`config.mk`:
```
export PLATFORM = sky130hd
export DESIGN_NAME = text_terminal_writer_flat
export DESIGN_NICKNAME = d
export VERILOG_FILES = /design/src/rtl/text_terminal_if.sv /design/src/rtl/text_terminal_writer.sv /design/src/flat_wrapper.sv
export SDC_FILE = /design/constraint.sdc
export NUM_CORES = 1
export LEC_CHECK = 0
export ABC_CLOCK_PERIOD_IN_PS = 4010
export CAP_MARGIN = 20
export CORE_AREA = 2 2 88 90
export CTS_CLUSTER_SIZE = 12
export DETAILED_ROUTE_END_ITERATION = 8
export DIE_AREA = 0 0 90 92
export GPL_TIMING_DRIVEN = 0
export PLACE_DENSITY = 0.7
export SETUP_SLACK_MARGIN = 0.3
export SLEW_MARGIN = 20
export SYNTH_ARGS = -nofsm -noshare
export SYNTH_HDL_FRONTEND = slang
export SYNTH_SLANG_ARGS = --single-unit
export TNS_END_PERCENT = 1
```
`constraint.sdc`:
```
create_clock -name clk -period 4.01 [get_ports clk]
set_input_delay 0.802 -clock clk [delete_from_list [all_inputs] [get_ports clk]]
set_output_delay 0.802 -clock clk [all_outputs]
set_load 0.01 [all_outputs]
```
`src/rtl/text_terminal_if.sv`:
```
// Character input and text-buffer write bus of the terminal writer.
// The writer uses the master modport; the character source and text buffer use slave.
interface text_terminal_if;
  logic       char_valid;
  logic [7:0] char_data;
  logic       char_ready;
  logic       write_enable;
  logic [6:0] write_x;
  logic [4:0] write_y;
  logic [6:0] write_data;
  logic       busy;

  modport master (
    input  char_valid, char_data, busy,
    output char_ready, write_enable, write_x, write_y, write_data
  );

  modport slave (
    output char_valid, char_data, busy,
    input  char_ready, write_enable, write_x, write_y, write_data
  );
endinterface

```
`src/rtl/text_terminal_writer.sv`:
```
// Turns a character stream into text-buffer cell writes and tracks the cursor.
// Handles printable codes, LF, CR, BS and FF; every other code is consumed silently.
module text_terminal_writer #(
  parameter int COLS = 80,
  parameter int ROWS = 30
) (
  input  logic                 clk,
  input  logic                 reset,
  text_terminal_if.master      bus,
  output logic [6:0]           cursor_x,
  output logic [4:0]           cursor_y
);

  localparam logic [6:0] LAST_COL = 7'(COLS - 1);
  localparam logic [4:0] LAST_ROW = 5'(ROWS - 1);
  localparam logic [6:0] SPACE    = 7'h20;

  typedef enum logic [1:0] {
    IDLE      = 2'd0,
    WRITE     = 2'd1,
    CLEAR_ROW = 2'd2,
    CLEAR_ALL = 2'd3
  } state_t;

  state_t     state_r, state_s;
  logic       ready_r, ready_s;
  logic       we_r, we_s;
  logic [6:0] wx_r, wx_s;
  logic [4:0] wy_r, wy_s;
  logic [6:0] wd_r, wd_s;
  logic [6:0] cx_r, cx_s;
  logic [4:0] cy_r, cy_s;
  logic       bs_r, bs_s;
  logic       accept_s;
  logic       wr_done_s;
  logic [4:0] row_next_s;

  assign bus.char_ready   = ready_r;
  assign bus.write_enable = we_r;
  assign bus.write_x      = wx_r;
  assign bus.write_y      = wy_r;
  assign bus.write_data   = wd_r;
  assign cursor_x         = cx_r;
  assign cursor_y         = cy_r;

  // Next-state and next-output logic; every output is computed here and registered below
  always_comb begin
    state_s    = state_r;
    we_s       = we_r;
    wx_s       = wx_r;
    wy_s       = wy_r;
    wd_s       = wd_r;
    cx_s       = cx_r;
    cy_s       = cy_r;
    bs_s       = bs_r;
    accept_s   = ready_r && bus.char_valid;
    wr_done_s  = we_r && !bus.busy;
    row_next_s = (cy_r == LAST_ROW) ? 5'd0 : cy_r + 5'd1;

    case (state_r)
      IDLE: begin
        if (accept_s) begin
          if ((bus.char_data >= 8'h20) && (bus.char_data <= 8'h7E)) begin
            state_s = WRITE;
            we_s    = 1'b1;
            wx_s    = cx_r;
            wy_s    = cy_r;
            wd_s    = bus.char_data[6:0];
            bs_s    = 1'b0;
          end else if (bus.char_data == 8'h0A) begin
            cx_s    = 7'd0;
            cy_s    = row_next_s;
            state_s = CLEAR_ROW;
            we_s    = 1'b1;
            wx_s    = 7'd0;
            wy_s    = row_next_s;
            wd_s    = SPACE;
          end else if (bus.char_data == 8'h0D) begin
            cx_s = 7'd0;
          end else if (bus.char_data == 8'h08) begin
            // Backspace at column 0 is a no-op; otherwise blank the previous cell
            if (cx_r != 7'd0) begin
              state_s = WRITE;
              we_s    = 1'b1;
              wx_s    = cx_r - 7'd1;
              wy_s    = cy_r;
              wd_s    = SPACE;
              bs_s    = 1'b1;
            end else begin
              state_s = IDLE;
            end
          end else if (bus.char_data == 8'h0C) begin
            state_s = CLEAR_ALL;
            we_s    = 1'b1;
            wx_s    = 7'd0;
            wy_s    = 5'd0;
            wd_s    = SPACE;
          end else begin
            state_s = IDLE;
          end
        end else begin
          state_s = IDLE;
        end
      end

      WRITE: begin
        if (wr_done_s) begin
          if (bs_r) begin
            cx_s    = cx_r - 7'd1;
            we_s    = 1'b0;
            state_s = IDLE;
          end else if (cx_r == LAST_COL) begin
            // Line wrap: the new row is blanked before more text is taken
            cx_s    = 7'd0;
            cy_s    = row_next_s;
            state_s = CLEAR_ROW;
            wx_s    = 7'd0;
            wy_s    = row_next_s;
            wd_s    = SPACE;
          end else begin
            cx_s    = cx_r + 7'd1;
            we_s    = 1'b0;
            state_s = IDLE;
          end
        end else begin
          state_s = WRITE;
        end
      end

      CLEAR_ROW: begin
        if (wr_done_s) begin
          if (wx_r == LAST_COL) begin
            we_s    = 1'b0;
            state_s = IDLE;
          end else begin
            wx_s = wx_r + 7'd1;
          end
        end else begin
          state_s = CLEAR_ROW;
        end
      end

      CLEAR_ALL: begin
        if (wr_done_s) begin
          if (wx_r == LAST_COL) begin
            if (wy_r == LAST_ROW) begin
              we_s    = 1'b0;
              cx_s    = 7'd0;
              cy_s    = 5'd0;
              state_s = IDLE;
            end else begin
              wx_s = 7'd0;
              wy_s = wy_r + 5'd1;
            end
          end else begin
            wx_s = wx_r + 7'd1;
          end
        end else begin
          state_s = CLEAR_ALL;
        end
      end

      default: begin
        state_s = IDLE;
        we_s    = 1'b0;
      end
    endcase

    ready_s = (state_s == IDLE);
  end

  // State and registered-output update with synchronous reset
  always_ff @(posedge clk) begin
    if (reset) begin
      state_r <= IDLE;
      ready_r <= 1'b0;
      we_r    <= 1'b0;
      wx_r    <= 7'd0;
      wy_r    <= 5'd0;
      wd_r    <= 7'd0;
      cx_r    <= 7'd0;
      cy_r    <= 5'd0;
      bs_r    <= 1'b0;
    end else begin
      state_r <= state_s;
      ready_r <= ready_s;
      we_r    <= we_s;
      wx_r    <= wx_s;
      wy_r    <= wy_s;
      wd_r    <= wd_s;
      cx_r    <= cx_s;
      cy_r    <= cy_s;
      bs_r    <= bs_s;
    end
  end

endmodule

```
`src/flat_wrapper.sv`:
```
// flat-port wrapper written by rule: the top's interface ports become plain ports
module text_terminal_writer_flat 
#(
  parameter int COLS = 80,
  parameter int ROWS = 30
)
  (clk, reset, cursor_x, cursor_y, bus_char_valid, bus_char_data, bus_busy, bus_char_ready, bus_write_enable, bus_write_x, bus_write_y, bus_write_data);
  text_terminal_if bus_i ();
  input  logic clk;
  input  logic reset;
  output logic [6:0] cursor_x;
  output logic [4:0] cursor_y;
  input wire logic [$bits(bus_i.char_valid)-1:0] bus_char_valid;
  input wire logic [$bits(bus_i.char_data)-1:0] bus_char_data;
  input wire logic [$bits(bus_i.busy)-1:0] bus_busy;
  output wire logic [$bits(bus_i.char_ready)-1:0] bus_char_ready;
  output wire logic [$bits(bus_i.write_enable)-1:0] bus_write_enable;
  output wire logic [$bits(bus_i.write_x)-1:0] bus_write_x;
  output wire logic [$bits(bus_i.write_y)-1:0] bus_write_y;
  output wire logic [$bits(bus_i.write_data)-1:0] bus_write_data;
  assign bus_i.char_valid = bus_char_valid;
  assign bus_i.char_data = bus_char_data;
  assign bus_i.busy = bus_busy;
  assign bus_char_ready = bus_i.char_ready;
  assign bus_write_enable = bus_i.write_enable;
  assign bus_write_x = bus_i.write_x;
  assign bus_write_y = bus_i.write_y;
  assign bus_write_data = bus_i.write_data;
  text_terminal_writer #(.COLS(COLS), .ROWS(ROWS)) u_core (.clk(clk), .reset(reset), .bus(bus_i), .cursor_x(cursor_x), .cursor_y(cursor_y));
endmodule
```
==> results of run 1 <==
[power breakdown]
part	total (mW)	internal, mW	switching, mW
clock network	0.326	0.185	0.141
registers	0.368	0.362	0.00543
logic	0.119	0.0487	0.0703
total	0.813	0.596	0.217
[Yosys cell counts, drive strengths merged, types with 5 or more instances]
library cell  instances
and2                  8
o21ai                20
inv                  12
nor3b                 5
a21oi                23
ha                    7
o31ai                 6
nand2                34
nor3                 13
buf                  10
nand3                20
or4                  10
dfxtp                36
clkbuf               11
o211ai                6
nor2                 10
nor2b                 7
mux2i                14
nand2b               10
[state kept, by name (all words and copies together) (netlist names)]
signal,cells
u_core.state_r,2
u_core.bus.char_ready,1
u_core.cursor_y,5
u_core.bus.write_x,7
u_core.cursor_x,7
u_core.bus.write_data,7
u_core.bus.write_y,5
u_core.bs_r,1
u_core.bus.write_enable,1
[cell families after synthesis]
logic type,Yosys count,synth area share
AOI/OAI and AO/OA,105,0.263
xor gates and xnor gates,7,0.0217
adders and majority gates,7,0.0310
buffers and inverters,33,0.0522
DFF,36,0.255
muxes,15,0.0549
and+or+nand+nor,151,0.322
[metal layers]
layer	wire [um]	GRT usage	share of wire	vias up
met1	3780	0.285	0.44	1436
met5	0	0	0	-
met4	183	0.0718	0.021	0
li1	-	-	-	1450
met3	584	0.0362	0.068	21
met2	4060	0.339	0.47	140
[path summary, 6_finish.rpt]
kind,cells after the start,end,startpoint
setup / recovery,7,u_core.bus.write_data[5],bus_char_data[6]
hold / removal,2,u_core.bus.write_data[3],u_core.bus.write_data[3]
setup reg to reg,7,u_core.bus.write_x[3],u_core.cursor_x[0]
hold reg to reg,2,u_core.bus.write_data[3],u_core.bus.write_data[3]
[area by class of cell]
cell class	instances	area, um2
Tap cell	102	128
Buffer	21	103
Multi-Input combinational cell	285	1960
Sequential cell	36	721
Timing Repair Buffer	43	430
Clock buffer	6	72.6
Fill cell	768	3950
Clock inverter	2	35.0
Inverter	12	45.0
[worst register-to-register path: stages, from the launching register on]
cell and delay (ns):
dfxtp_1 0.51, inv_1 0.15, ha_1 0.31, nor4b_1 0.17, a22o_1 0.24, o211a_1 0.26
or4_1 0.47, a32o_1 0.27
==> flow_metrics.py, run 1 <==
metrics = {
    "status": {
        "outcome": "finished clean",
    },
    "worst_setup_path": {
        "r2r_setup_slack_ns": 1.53,
        "cpMaxStageDelayCell": "or4_4",
        "path_max_fanout": 7,
        "crit_family": "simple AND/OR/NAND/NOR gates",
        "path_class": "primary input to flip-flop",
        "critical_path.cell_chain": "clkdlybuf4s50_1 > or4_4 > nor4_1 > nor3_1 > o21a_1 > buf_4 > mux2_4",
        "worstPathRequired_ns": 4.19,
        "worst-path-buf-inv": 2,
        "crit_path_max_incr_delay_ns": 0.57,
        "worst_setup_path_end_kind": "flip-flop",
        "crit_path_start_kind": "primary input",
        "critical_path_arrival_ns": 3.16,
    },
    "sta": {
        "finalHoldViolCount": 0,
        "fmax_mhz": 336,
        "rsz0062_at_grt": "false",
        "fin_crit_sh": 0.743,
        "final-setup-viol-count": 0,
        "slew_viol_final": 0,
        "tns_ns": 0,
        "holdWs_ns": 0.466,
        "clock_skew_ns": 0.00780,
        "final.min_clock_period_ns": 2.98,
        "relSlewSlack": 0.550,
        "fin_ws_ns": 1.03,
        "worst_pin_slew_ns": 0.671,
    },
    "floorplanning": {
        "fp.dieH_um": 92,
        "die-area_mm2": 0.00828,
        "fp.coreArea_mm2": 0.00745,
        "die_w_um": 90,
        "num_rows": 32,
        "start_util": 0.380,
        "pin_count": 45,
    },
    "yosys": {
        "synth_cells": 354,
        "synth_cell_types": 71,
        "synth_warnings": 0,
        "avgSynthCellArea_um2": 7.99,
        "synthesis.area_mm2": 0.00283,
        "async_flop_share": 0,
        "synth_nets": 373,
        "yosys_most_used_dff": "dfxtp_1",
        "yosysTopAreaCell": "dfxtp_1",
        "synth_top_area_share": 0.255,
        "synth_seq_cells": 36,
        "ys_seq_area_frac": 0.255,
        "synth-edff-count": 0,
        "synth_top_cells_by_area": "dfxtp_1, mux2i_1, nand2_1",
    },
    "layout": {
        "syn_to_final_growth_pct": 23.5,
        "final_cell_mix": "clkdlybuf4s50_1, dfxtp_1, nand2_1, a21oi_1, o21ai_0",
        "drive_gt1_frac": 0.0790,
        "final_nets": 423,
        "diodes": 0,
        "final_common_cell": "clkdlybuf4s50_1",
        "final_util": 0.469,
        "stdcell_area_mm2": 0.00349,
        "fin_cells": 507,
    },
    "power_and_ir_drop": {
        "p_per_area_mw_per_mm2": 233,
        "vdd_drop_max_v": 0.000120,
        "total_power_uw": 813,
        "leakagePower_nw": 1.24,
    },
    "detailed_routing": {
        "wirelength_um": 8610,
        "drtAntennaViolNets": 0,
        "drt-initial-drc-count": 267,
        "vias_per_cell": 6.01,
        "vias": 3047,
        "wl_per_cell_um": 17.0,
        "firstDrtPassIters": 5,
        "drcViolationCount": 0,
    },
    "grt": {
        "grt_pass1_wl_um": 14400,
        "grt_pass1_vias": 2880,
        "grt_max_degree": 12,
        "antenna_found_initial": 0,
        "grt_usage": 0.211,
        "overflow": 0,
    },
    "clock_network": {
        "cts_hold_buf": 0,
        "cts_htree_levels": 2,
        "clock_latency_ns": 0.29,
        "cts_num_sinks": 36,
        "cts_buffers": 5,
        "cts_root_buf": "clkbuf_8",
        "cts_resized": 0,
        "cts.path.max_buffers": 2,
        "tritoncts": "yes",
        "clkTransAtPathRegs_ns": 0.07,
        "cts_setup_buffers": 0,
    },
    "placed_design": {
        "numPortBuffers": 43,
        "preCtsSetupSlack_ns": 0.760,
        "post_dp_cell_area_mm2": 0.00339,
        "placedCellCount": 499,
        "gp_congestion": 0.945,
        "hpwl_um": 6410,
    },
    "min_path": {
        "hold_class": "flip-flop to flip-flop",
    },
    "flow_run": {
        "cap_violations": 0,
    },
}
Note: power is estimated with default switching activity, not from simulation.
==> run 2, diff against run 1 <==
Settings changed: ABC_CLOCK_PERIOD_IN_PS 4010 to 2700, PLACE_DENSITY 0.7 to 0.72.
Clock period 4.01 ns to 2.7 ns, I/O delays scaled along.
==> flow_metrics.py, run 2 (synthesis results as in run 1) <==
metrics = {
    "layout": {
        "final_cell_mix": "clkdlybuf4s50_1, dfxtp_1, nand2_1, a21oi_1, o21ai_0",
        "syn_to_final_growth_pct": 26.2,
        "stdcell_area_mm2": 0.00357,
        "final_nets": 425,
        "fill_cells": 752,
        "drive_gt1_frac": 0.108,
        "final_common_cell": "clkdlybuf4s50_1",
        "final_util": 0.479,
        "diodes": 0,
    },
    "worst_setup_path": {
        "crit_path_max_incr_delay_ns": 0.61,
        "worst_setup_path_end_kind": "flip-flop",
        "r2r_setup_slack_ns": 0.29,
        "worstPathRequired_ns": 2.93,
        "critical_path_arrival_ns": 2.69,
        "crit_path_start_kind": "primary input",
        "path_max_fanout": 10,
        "crit_family": "simple AND/OR/NAND/NOR gates",
        "cpMaxStageDelayCell": "clkdlybuf4s50_1",
        "timing.rr.end": "u_core.bus.write_enable",
        "worstReg2RegStart": "u_core.bus.write_x[0]",
        "path_class": "primary input to flip-flop",
        "reg2regPathDepth": 6,
        "worst-path-buf-inv": 2,
        "critical_path.cell_chain": "clkdlybuf4s50_1 > nand3_2 > o211a_4 > nand3b_4 > buf_6 > or4_1 > a21oi_1",
    },
    "placed_design": {
        "numPortBuffers": 43,
        "gp_congestion": 0.963,
        "post_dp_cell_area_mm2": 0.00339,
        "hpwl_um": 6490,
        "preCtsSetupSlack_ns": -0.241,
    },
    "min_path": {
        "hold_class": "flip-flop to flip-flop",
        "worst_hold_path.endpoint": "u_core.bus.write_data[1]",
        "hp-start": "u_core.bus.write_data[1]",
        "holdPathStages": 2,
    },
    "power_and_ir_drop": {
        "power_frac_seq": 0.446,
        "swShare": 0.277,
        "total_power_mw": 1.23,
        "p_switching_uw": 340,
        "p_comb_frac": 0.149,
        "p_int_uw": 886,
        "p_clk_frac": 0.405,
        "leakagePower_nw": 1.26,
        "vdd_drop_max_v": 0.000231,
        "p_per_area_mw_per_mm2": 344,
    },
    "flow_run": {
        "cap_violations": 0,
    },
    "floorplanning": {
        "fp.dieH_um": 92,
        "pin_count": 45,
        "num_rows": 32,
        "fp.coreArea_mm2": 0.00745,
        "die-area_mm2": 0.00828,
        "start_util": 0.380,
        "die_w_um": 90,
    },
    "grt": {
        "antenna_found_initial": 0,
        "overflow": 0,
        "grt_usage": 0.212,
        "grt_max_degree": 13,
        "grt_pass1_vias": 2946,
        "grt_pass1_wl_um": 14500,
    },
    "sta": {
        "worst_pin_slew_ns": 0.645,
        "fin_ws_ns": 0.241,
        "slew_viol_final": 0,
        "fmax_mhz": 407,
        "final.min_clock_period_ns": 2.46,
        "relSlewSlack": 0.567,
        "finalHoldViolCount": 0,
        "tns_ns": 0,
        "rsz0062_at_grt": "true",
        "final-setup-viol-count": 0,
        "clock_skew_ns": 0.00748,
        "fin_crit_sh": 0.911,
    },
    "detailed_routing": {
        "wl_per_cell_um": 17.1,
        "drtAntennaViolNets": 0,
        "drcViolationCount": 0,
        "drt-initial-drc-count": 241,
        "vias": 3075,
        "firstDrtPassIters": 7,
        "vias_per_cell": 6.04,
        "wirelength_um": 8730,
    },
    "clock_network": {
        "cts.path.max_buffers": 2,
        "cts_hold_buf": 0,
        "clock_latency_ns": 0.30,
        "clkTransAtPathRegs_ns": 0.08,
        "cts_root_buf": "clkbuf_8",
        "cts_buffers": 5,
        "tritoncts": "yes",
        "cts_htree_levels": 2,
        "cts_num_sinks": 36,
    },
    "status": {
        "outcome": "finished clean",
    },
}
[run 2: changes by cell type in the layout (fill, tap and decap cells not counted), moves of 2 or more]
cell	change
dlygate4sd2_1	+3
nand3_1	-3
buf_4	+2
clkdlybuf4s50_1	-4
nand3_2	+3
[run 2: per-stage QoR]
stage	cells	hold WS [ns]
2_1_floorplan	354	0.479
3_3_place_gp	499	0.447
3_5_place_dp	499	0.447
4_1_cts	509	0.465
5_1_grt	509	0.487
6_report	509	0.466
[run 2: worst max path at each step]
| stage | from | end | slack [ns] | cells past startpoint |
|---|---|---|---|---|
| floorplan | u_core.cursor_x[0] | u_core.bus.write_x[3] | 0.47 | 7 |
| global placement | bus_char_data[6] | u_core.bus.write_data[5] | -0.28 | 7 |
| detailed placement | bus_char_data[6] | u_core.bus.write_data[5] | -0.24 | 7 |
| CTS | bus_char_data[0] | u_core.cursor_y[3] | 0.23 | 7 |
| global route | bus_char_data[3] | u_core.cursor_y[3] | 0.11 | 7 |
| finish | bus_char_data[3] | u_core.cursor_y[3] | 0.24 | 7 |
[run 2: power groups by stage]
stage                     Clock (mW)  Sequential (mW)  Combinational [mW]
after floorplan                    0            0.560               0.101
after global placement             0            0.558               0.170
after detailed placement           0            0.559               0.173
after CTS                      0.494            0.546               0.178
after global routing           0.515            0.548               0.198
final                          0.496            0.546               0.183
[run 2: area by class of cell]
cell class / instances / area, um2 / area share
inverter: 12 / 45.0 / 0.0126
multi-input combinational: 285 / 2010 / 0.565
tap: 102 / 128 / 0.0358
clock buffer: 5 / 68.8 / 0.0193
buffer: 21 / 103 / 0.0288
sequential: 36 / 722 / 0.202
clock inverter: 3 / 42.5 / 0.0119
timing repair buffer: 45 / 444 / 0.125
[run 2: worst min-delay path, stage by stage, from the launching register on]
cell and delay [ns]:
dfxtp_1 0.32, nand2_1 0.05, mux2i_1 0.05
[run 2: repair_timing]
action,CTS,global route
setup endpoints to repair,31,29
setup buffers,2,0
pin swaps,2,2
resized for setup,9,6
endpoints found under the hold margin,0,0
[run 2: routing by layer]
metal	vias to the layer above	track usage	wire length, um
met1	1438	0.267	3720
li1	1451	-	-
met2	157	0.348	4040
met4	0	0.0936	296
met3	29	0.0477	663
met5	-	0	0
==> run 3, diff against run 2 <==
Settings changed: ABC_AREA set to 1, CORE_AREA 2 2 88 90 to 2 2 112 71, DIE_AREA 0 0 90 92 to 0 0 114 73, MAX_ROUTING_LAYER set to met4, PLACE_DENSITY 0.72 to 0.73.
==> flow_metrics.py, run 3 <==
metrics = {
    "yosys": {
        "synth.area.mux_share": 0,
        "ys_seq_area_frac": 0.254,
        "yosys_most_used_dff": "dfxtp_1",
        "async_flop_share": 0,
        "avgSynthCellArea_um2": 6.05,
        "synthesis.area_mm2": 0.00284,
        "synthAdderAreaFrac": 0.0308,
        "yosys-top-cells-count": "nand2_1, nor2_1, inv_1",
        "yosysMostFrequentCell": "nand2_1",
        "synth_xor_area_frac": 0.0277,
        "synth_seq_cells": 36,
        "yosys.area_share.simple": 0.470,
        "synth_nets": 489,
        "synth-edff-count": 0,
        "yosysTopAreaCell": "dfxtp_1",
        "synth_cell_types": 37,
        "synth_top_cells_by_area": "dfxtp_1, nand2_1, nor2_1",
        "synth_top_area_share": 0.254,
        "synth_warnings": 0,
        "synth_compound_area_frac": 0.130,
        "synth_top_family_by_area": "simple AND/OR/NAND/NOR gates",
        "synth_cells": 470,
    },
    "grt": {
        "overflow": 0,
        "grt_usage": 0.215,
        "met2_usage": 0.290,
        "busiest_layer": "met1",
        "grt_pass1_wl_um": 13700,
        "met1_usage": 0.323,
        "grt_use_met3": 0.0490,
        "antenna_found_initial": 0,
        "grt_max_degree": 11,
        "grt_pass1_vias": 2766,
    },
    "sta": {
        "relSlewSlack": 0.512,
        "worst_pin_slew_ns": 0.732,
        "finalHoldViolCount": 0,
        "clock_skew_ns": 0.00608,
        "holdWs_ns": 0.483,
        "slew_viol_final": 0,
        "fmax_mhz": 454,
        "final.min_clock_period_ns": 2.20,
        "tns_ns": 0,
        "fin_crit_sh": 0.816,
        "rsz0062_at_grt": "false",
        "final-setup-viol-count": 0,
    },
    "clock_network": {
        "cts_num_sinks": 36,
        "clock_latency_ns": 0.28,
        "cts_root_buf": "clkbuf_16",
        "tritoncts": "yes",
        "cts.path.max_buffers": 2,
        "clkTransAtPathRegs_ns": 0.05,
        "cts_hold_buf": 0,
        "cts_buffers": 5,
        "cts_htree_levels": 2,
    },
    "worst_setup_path": {
        "path_max_fanout": 5,
        "cpMaxStageDelayCell": "clkdlybuf4s50_1",
        "worstPathRequired_ns": 2.85,
        "critical_path_arrival_ns": 2.36,
        "path_class": "primary input to flip-flop",
        "crit_path_start_kind": "primary input",
        "r2r_setup_slack_ns": 0.74,
        "worst_setup_path_end_kind": "flip-flop",
        "crit_family": "simple AND/OR/NAND/NOR gates",
        "crit_path_max_incr_delay_ns": 0.53,
        "crit_start": "bus_char_data[3]",
        "critical_path.cell_chain": "clkdlybuf4s50_1 > inv_1 > nor2_1 > nand2_1 > nor2_2 > nor2_1 > nand2_1 > nand4_1 > o21ai_0 > a21oi_1",
        "worst-path-buf-inv": 2,
        "worstReg2RegStart": "u_core.bus.write_x[0]",
    },
    "layout": {
        "final_common_cell": "nand2_1",
        "diodes": 0,
        "syn_to_final_growth_pct": 23.8,
        "final_nets": 539,
        "drive_gt1_frac": 0.0792,
        "final_cell_mix": "nand2_1, nor2_1, inv_1, clkdlybuf4s50_1, dfxtp_1",
    },
    "floorplanning": {
        "fp.coreArea_mm2": 0.00744,
        "die-area_mm2": 0.00832,
        "fp.dieH_um": 73,
        "start_util": 0.382,
        "die_w_um": 114,
        "num_rows": 25,
        "pin_count": 45,
    },
    "power_and_ir_drop": {
        "leakagePower_nw": 1.56,
        "vdd_drop_max_v": 0.000173,
        "p_per_area_mw_per_mm2": 412,
    },
    "placed_design": {
        "numPortBuffers": 43,
        "hpwl_um": 6600,
        "gp_congestion": 0.949,
    },
    "detailed_routing": {
        "drcViolationCount": 0,
        "vias_per_cell": 5.05,
        "vias": 3091,
        "wirelength_um": 8310,
        "drtAntennaViolNets": 0,
        "wl_per_cell_um": 13.6,
        "drt-initial-drc-count": 255,
        "firstDrtPassIters": 5,
    },
    "min_path": {
        "hold_class": "flip-flop to flip-flop",
        "hp-start": "u_core.bus.write_data[1]",
    },
    "flow_run": {
        "cap_violations": 0,
    },
    "status": {
        "outcome": "finished clean",
    },
}
## run 3: cell types whose count changed after synthesis, moves of 7 or more
cell	before	now
nand2_1	34	136
nor2_1	10	87
inv_1	11	49
mux2i_1	14	0
nand2b_1	10	0
clkbuf_1	11	2
nand3_1	19	28
nor3_1	13	4
or4_1	8	0
and2_1	8	1
nand4_1	4	11
nor2b_1	7	0
## run 3: stage by stage
| step | power [mW] | std cells | area, um2 | setup slack [ns] | utilization |
|---|---|---|---|---|---|
| 2_1_floorplan | 0.801 | 470 | 2840 | 1.02 | - |
| 3_3_place_gp | 0.921 | 607 | 3390 | 0.298 | 0.455 |
| 3_5_place_dp | 0.928 | 607 | 3390 | 0.210 | 0.455 |
| 4_1_cts | 1.46 | 612 | 3510 | 0.495 | 0.472 |
| 5_1_grt | 1.53 | 612 | 3520 | 0.325 | 0.472 |
| 6_report | 1.45 | 612 | 3520 | 0.496 | 0.472 |
## run 3: final timing paths
path / end / depth (start not counted)
worst max register to register: u_core.cursor_x[1] / 8
worst min register to register: u_core.bus.write_data[1] / 2
worst min-delay path: u_core.bus.write_data[1] / 2
worst max-delay path: u_core.cursor_x[1] / 10
## run 3: layout make-up
class / instances / area, um2
fill: 759 / 3930
multi-input combinational: 373 / 1870
sequential: 36 / 721
timing repair buffer: 43 / 430
inverter: 55 / 206
clock buffer: 5 / 125
tap: 94 / 118
buffer: 6 / 42.5
## run 3: tightest hold or removal path, stage by stage (launching register included)
cell	delay (ns)
dfxtp_1	0.32
nor2_1	0.05
nor2_1	0.08
## run 3: layer usage
metal / up-vias / part of all wire / wire, um
li1: 1600 / - / -
met3: 9 / 0.074 / 617
met4: 0 / 0.0089 / 74
met1: 1373 / 0.54 / 4480
met2: 109 / 0.38 / 3140
met5: - / 0 / 0
## run 3: timing repair
item	in CTS	in global routing
endpoints found under the setup margin	0	2
gates resized for setup	0	1
setup buffers	0	0
## run 3: cell families after synthesis
| family | after synthesis |
|---|---|
| flip-flops | 36 |
| AND/OR/NAND/NOR | 293 |
| adder cells (fa/ha/maj) | 7 |
| XOR/XNOR | 9 |
| buffers and inverters | 61 |
| AO/OA/AOI/OAI | 64 |
## run 3: where the power goes
part | switching, mW | total [mW] | internal [mW]
Combinational | 0.195 | 0.329 | 0.134
Clock | 0.203 | 0.529 | 0.326
Sequential | 0.0299 | 0.591 | 0.561
Total | 0.428 | 1.45 | 1.02
